File: config.mk
export PLATFORM = sky130hd
export DESIGN_NAME = sb_pattern_generator
export DESIGN_NICKNAME = d
export VERILOG_FILES = /design/src/rtl/sb_pkg.sv /design/src/rtl/sb_gap_counter.sv /design/src/rtl/sb_pattern_generator.sv
export SDC_FILE = /design/constraint.sdc
export NUM_CORES = 1
export LEC_CHECK = 0
export BUFFER_PORTS_ARGS = -buffer_cell sky130_fd_sc_hd__buf_2
export CAP_MARGIN = 20
export CORE_MARGIN = 5
export CORE_UTILIZATION = 49
export DETAILED_ROUTE_END_ITERATION = 7
export GPL_ROUTABILITY_DRIVEN = 0
export GPL_TIMING_DRIVEN = 0
export PLACE_DENSITY = 0.81
export REMOVE_ABC_BUFFERS = 1
export SLEW_MARGIN = 20
export SYNTH_ARGS = -nofsm -noshare
export SYNTH_HDL_FRONTEND = slang
export SYNTH_SLANG_ARGS = --single-unit
File: constraint.sdc
create_clock -name i_clk -period 4.3 [get_ports i_clk]
set_input_delay 0.43 -clock i_clk [delete_from_list [all_inputs] [get_ports i_clk]]
set_output_delay 0.43 -clock i_clk [all_outputs]
set_load 0.02 [all_outputs]
File: src/rtl/sb_pkg.sv
// Shared sideband definitions: link-state codes, clock pattern word and the
// pattern FSM encoding used by both the generator and the detector.
package sb_pkg;

    localparam logic [2:0]  LS_RESET   = 3'd0;
    localparam logic [2:0]  LS_SBINIT  = 3'd1;
    localparam logic [63:0] SB_PATTERN = 64'hAAAA_AAAA_AAAA_AAAA;

    typedef enum logic [2:0] {
        ST_IDLE  = 3'd0,
        ST_SEND  = 3'd1,
        ST_GAP   = 3'd2,
        ST_EXTRA = 3'd3,
        ST_DONE  = 3'd4
    } sb_state_e;

    function automatic logic is_pattern_state(input logic [2:0] link_state);
        return (link_state == LS_RESET) || (link_state == LS_SBINIT);
    endfunction

endpackage

File: src/rtl/sb_gap_counter.sv
// Loadable saturating down-counter; o_tc is high while the count sits at zero.
module sb_gap_counter #(
    parameter int unsigned W = 8
) (
    input  logic         i_clk,
    input  logic         i_rst_n,
    input  logic         i_load,
    input  logic [W-1:0] i_load_val,
    output logic         o_tc
);

    logic [W-1:0] cnt_q, cnt_d;

    always_comb begin
        cnt_d = cnt_q;
        if (i_load) begin
            cnt_d = i_load_val;
        end else if (cnt_q != '0) begin
            cnt_d = cnt_q - 1'b1;
        end
    end

    always_ff @(posedge i_clk) begin
        if (!i_rst_n) begin
            cnt_q <= '0;
        end else begin
            cnt_q <= cnt_d;
        end
    end

    assign o_tc = (cnt_q == '0);

endmodule

File: src/rtl/sb_pattern_generator.sv
// Sideband TX pattern generator: clock pattern during RESET/SBINIT, then a fixed
// number of extra iterations after lock; registered pass-through otherwise.
//   state | meaning
//   IDLE  | no pattern activity
//   SEND  | sending pattern, waiting for detector lock
//   GAP   | idle spacing after an accepted pattern beat
//   EXTRA | post-lock iterations being counted
//   DONE  | extra iterations complete
module sb_pattern_generator
    import sb_pkg::*;
#(
    parameter logic [63:0] PATTERN    = SB_PATTERN,
    parameter int unsigned EXTRA_ITER = 4,
    parameter int unsigned GAP_CYCLES = 0
) (
    input  logic        i_clk,
    input  logic        i_rst_n,
    input  logic [2:0]  i_state,
    input  logic        i_start_pattern,
    input  logic        i_rx_pattern_detected,
    input  logic [63:0] i_msg_data,
    input  logic        i_msg_valid,
    output logic        o_msg_ready,
    output logic [63:0] o_ser_data,
    output logic        o_ser_valid,
    input  logic        i_ser_ready,
    output logic        o_pattern_done,
    output logic        o_busy
);

    localparam bit         HAS_GAP    = (GAP_CYCLES != 0);
    localparam logic [7:0] GAP_LOAD   = HAS_GAP ? 8'(GAP_CYCLES - 1) : 8'd0;
    localparam logic [3:0] EXTRA_LAST = 4'(EXTRA_ITER);

    sb_state_e   state_q, state_d;
    logic        ret_extra_q, ret_extra_d;
    logic        det_q, det_d;
    logic [3:0]  iter_q, iter_d, iter_inc;
    logic [2:0]  ls_q;
    logic        valid_q, valid_d;
    logic [63:0] data_q, data_d;
    logic        done_q, done_d;
    logic        gap_load, gap_tc;
    logic        bypass, accept;

    sb_gap_counter #(.W(8)) u_gap (
        .i_clk      (i_clk),
        .i_rst_n    (i_rst_n),
        .i_load     (gap_load),
        .i_load_val (GAP_LOAD),
        .o_tc       (gap_tc)
    );

    assign bypass   = !is_pattern_state(i_state);
    assign accept   = valid_q & i_ser_ready;
    assign iter_inc = (iter_q != 4'hF) ? iter_q + 4'd1 : iter_q;

    always_comb begin
        state_d     = state_q;
        ret_extra_d = ret_extra_q;
        det_d       = det_q;
        iter_d      = iter_q;
        done_d      = 1'b0;
        gap_load    = 1'b0;

        case (state_q)
            ST_IDLE: begin
                if (i_start_pattern) begin
                    state_d     = ST_SEND;
                    det_d       = 1'b0;
                    iter_d      = 4'd0;
                    ret_extra_d = 1'b0;
                end
            end
            ST_SEND: begin
                if (i_rx_pattern_detected) begin
                    det_d  = 1'b1;
                    iter_d = 4'd0;
                end
                // The beat accepted here is never an extra iteration, even with a same-cycle detect.
                if (accept) begin
                    if (HAS_GAP) begin
                        state_d     = ST_GAP;
                        gap_load    = 1'b1;
                        ret_extra_d = det_d;
                    end else begin
                        state_d = det_d ? ST_EXTRA : ST_SEND;
                    end
                end
            end
            ST_GAP: begin
                if (i_rx_pattern_detected && !ret_extra_q) begin
                    det_d  = 1'b1;
                    iter_d = 4'd0;
                end
                if (gap_tc) begin
                    state_d = (ret_extra_q || det_d) ? ST_EXTRA : ST_SEND;
                end
            end
            ST_EXTRA: begin
                if (accept) begin
                    iter_d = iter_inc;
                    if (iter_inc == EXTRA_LAST) begin
                        state_d = ST_DONE;
                        done_d  = 1'b1;
                    end else if (HAS_GAP) begin
                        state_d     = ST_GAP;
                        gap_load    = 1'b1;
                        ret_extra_d = 1'b1;
                    end
                end
            end
            ST_DONE: begin
                if (i_start_pattern || (i_state != ls_q)) begin
                    state_d = ST_IDLE;
                end
            end
            default: state_d = ST_IDLE;
        endcase

        if (bypass) begin
            state_d     = ST_IDLE;
            det_d       = 1'b0;
            iter_d      = 4'd0;
            ret_extra_d = 1'b0;
            done_d      = 1'b0;
            gap_load    = 1'b0;
            valid_d     = i_msg_valid;
            data_d      = i_msg_data;
        end else begin
            valid_d = (state_d == ST_SEND) || (state_d == ST_EXTRA);
            data_d  = valid_d ? PATTERN : 64'd0;
        end
    end

    always_ff @(posedge i_clk) begin
        if (!i_rst_n) begin
            state_q     <= ST_IDLE;
            ret_extra_q <= 1'b0;
            det_q       <= 1'b0;
            iter_q      <= 4'd0;
            ls_q        <= LS_RESET;
            valid_q     <= 1'b0;
            data_q      <= 64'd0;
            done_q      <= 1'b0;
        end else begin
            state_q     <= state_d;
            ret_extra_q <= ret_extra_d;
            det_q       <= det_d;
            iter_q      <= iter_d;
            ls_q        <= i_state;
            valid_q     <= valid_d;
            data_q      <= data_d;
            done_q      <= done_d;
        end
    end

    assign o_ser_valid    = valid_q;
    assign o_ser_data     = data_q;
    assign o_pattern_done = done_q;
    assign o_msg_ready    = bypass ? i_ser_ready : 1'b0;
    assign o_busy         = (state_q == ST_SEND) || (state_q == ST_GAP) || (state_q == ST_EXTRA);

endmodule

==> impl_metrics.toml <==
[outcome]
status = "complete, no violations"

[grt]
grt_pass1_vias = 2420
gr-total-overflow = 0
grt_usage = 0.189
grt_pass1_wl_mm = 11.4
antenna_found_initial = 0
grt_max_degree = 66

[synth]
avgSynthCellArea_um2 = 10.3
syn-instance-count = 292
syn_area_um2 = 3010
ys_ff_latch = 85
synth_seq_area_share = 0.565
yosys_warnings = 0
ys_types = 45

[detailed_routing]
wl_per_cell_um = 14.2
wirelength_mm = 7.17
drtIter0Drc = 81
drtPass1Iterations = 4
route.detailed.drc = 0
ant_nets = 0
viasPerCell = 4.84
vias = 2448

[clocking]
numClockSinks = 85
clk-insertion-delay-late_ns = 0.33
clockRootBuffer = "clkbuf_8"
postCtsSetupBuffers = 0
ctsHoldBuffers = 0
cts.repair.resized = 0
cts_max_level = 3
clockBufferDepth = 2
clk_pin_slew_ns = 0.08
cts_tree = "yes"
cts_buffers = 9

[timing]
hold_violations = 0
whs_ns = 0.286
max_freq_mhz = 411
worstMarginPinSlew_ns = 1.01
finalMaxSlewViolations = 0
fin_crit_ns = 2.43
rsz0062_at_grt = "no"
finalSetupTns_ns = 0
fin_skew_ns = 0.00563
finalSetupViolations = 0
min_period_over_period = 0.566
slew_headroom = 0.326

[floorplan]
placementRows = 28
design.core.area_um2 = 5960
die_h_um = 88.4
start_util = 0.505
ioPinCount = 141
die_w_um = 88.4
die-area_um2 = 7810

[finish]
antenna_cells = 0
drive_above_1_share = 0.448
area_delta_synth_final_pct = 30.5
fin_nets = 502
nFillCells = 521
design_area_um2 = 3930

[power_and_ir_drop]
p_total_mw = 1.56
vdd_drop_max_mv = 0.251
power_frac_comb = 0.134
seqPwrFrac = 0.542
p_switching_mw = 0.399
leakagePower_nw = 2.12
power.share.clock = 0.324
internal_power_mw = 1.16
pwr_density_cell_nw_per_um2 = 396
swShare = 0.257

[min_path]
hold_path.class = "primary input to register"

[place]
dp_hpwl_mm = 5.37
port_buffers = 140
placed_cell_area_um2 = 3750

[run]
maxCapViolCount = 0

[critical_path]
crit_family = "simple AND/OR/NAND/NOR gates"
critPathLaunchType = "register"
critPathMaxStageDelay_ns = 0.61
critPathSlowestCell = "nand2_2"
crit_buf_inv = 1
end_kind = "register"
cp.required_ns = 4.55
crit_type = "register to register"
crit_chain = "inv_1, ha_1, or4b_4, o32ai_2, nand2_2, nand3_1"
cp.arrival_ns = 2.69
worstPathMaxFanout = 34
-- power by group through the flow --
stage / Clock, mW / Combinational [mW] / Sequential, mW
2_1_floorplan: 0 / 0.0598 / 0.921
3_3_place_gp: 0 / 0.207 / 0.861
3_5_place_dp: 0 / 0.211 / 0.862
4_1_cts: 0.517 / 0.212 / 0.844
5_1_grt: 0.554 / 0.226 / 0.849
6_report: 0.503 / 0.209 / 0.843
-- logic make-up (layout without fill, tap and decap cells) --
kind of cell,after synthesis,after routing,share of synthesized area
compound gates,27,27,0.0640
flops,85,85,0.565
fa+ha+maj,2,2,0.00831
buf+inv,21,160,0.0353
simple gates,150,150,0.306
mux,1,1,0.00374
xor+xnor,6,6,0.0175
-- per-layer routing --
layer | vias up | track usage | share of wire
li1 | 1244 | - | -
met1 | 1129 | 0.217 | 0.41
met2 | 64 | 0.329 | 0.51
met3 | 11 | 0.0503 | 0.062
met4 | 0 | 0.0824 | 0.017
met5 | - | 0 | 0
-- cell type report --
cell class,instances,area (um2),area share
Multi-Input combinational cell,186,1210,0.309
Clock buffer,12,155,0.0395
Sequential cell,85,1700,0.433
Clock inverter,3,21.3,0.00542
Tap cell,75,93.8,0.0239
Timing Repair Buffer,141,728,0.185
Inverter,4,15.0,0.00382
-- synth_stat cells, drive strengths merged --
cell,n,share of area
or3,1,0.0025
nor3b,2,0.0050
o21ai,8,0.013
a41oi,1,0.0029
and3,1,0.0021
or4b,1,0.0046
ha,2,0.0083
nor4,3,0.0062
xnor2,6,0.017
inv,4,0.0050
nor3,1,0.0017
clkbuf,10,0.012
nand3b,2,0.0050
nand4,1,0.0021
o211a,1,0.0033
a41o,1,0.0033
and4b,1,0.0033
a21oi,4,0.0067
or2,2,0.0042
mux2,1,0.0037
o32ai,2,0.0083
buf,7,0.018
o21a,1,0.0025
and2,36,0.075
nand3,35,0.11
or3b,1,0.0029
a21o,1,0.0025
nor2b,2,0.0042
a211oi,3,0.0091
dfxtp,85,0.57
o31ai,1,0.0025
a31oi,2,0.0042
o2111ai,1,0.0029
nand2b,2,0.0042
o211ai,1,0.0025
or4,1,0.0025
nor2,14,0.017
nand2,44,0.057
-- cell usage in the layout, fill, tap and decap left out, drive strengths merged, types with 2 or more instances in the layout --
master / netlist / routed
nand2: 44 / 44
and2: 36 / 36
nor4: 3 / 3
xnor2: 6 / 6
clkinv: 0 / 2
o32ai: 2 / 2
nor3b: 2 / 2
a21oi: 4 / 4
nand2b: 2 / 2
nand3b: 2 / 2
nor2b: 2 / 2
a31oi: 2 / 2
clkbuf: 10 / 12
buf: 7 / 141
nor2: 14 / 14
dfxtp: 85 / 85
a211oi: 3 / 3
ha: 2 / 2
inv: 4 / 4
or2: 2 / 2
nand3: 35 / 35
o21ai: 8 / 8
-- worst register-to-register path: stages (launching register included) --
cell and delay, ns:
dfxtp_1 0.33, inv_1 0.10, ha_1 0.21, or4b_4 0.51, o32ai_2 0.29, nand2_2 0.61, nand3_1 0.30
-- metrics by stage --
stage	util	std cells	setup WS [ns]
after floorplan	-	275	1.12
after global placement	0.623	490	0.256
after detailed placement	0.630	491	1.88
after CTS	0.659	506	1.85
after global routing	0.659	506	1.70
final	0.659	506	1.87
-- state kept, by name (all words and copies together), names as in the netlist --
name	cells
o_pattern_done	1
state_q	3
iter_q	4
ls_q	3
det_q	1
o_ser_data	64
o_ser_valid	1
u_gap.cnt_q	8
-- worst paths after layout --
kind                                startpoint  cells after the start  slack (ns)        endpoint
worst min register to register  u_gap.cnt_q[4]                      2        0.52  u_gap.cnt_q[4]
worst max register to register  u_gap.cnt_q[0]                      6        1.87  o_ser_data[59]
worst max-delay path            u_gap.cnt_q[0]                      6        1.87  o_ser_data[59]
worst min-delay path            i_msg_data[52]                      2        0.29  o_ser_data[52]
No activity file was read; power rests on OpenSTA's default activity.
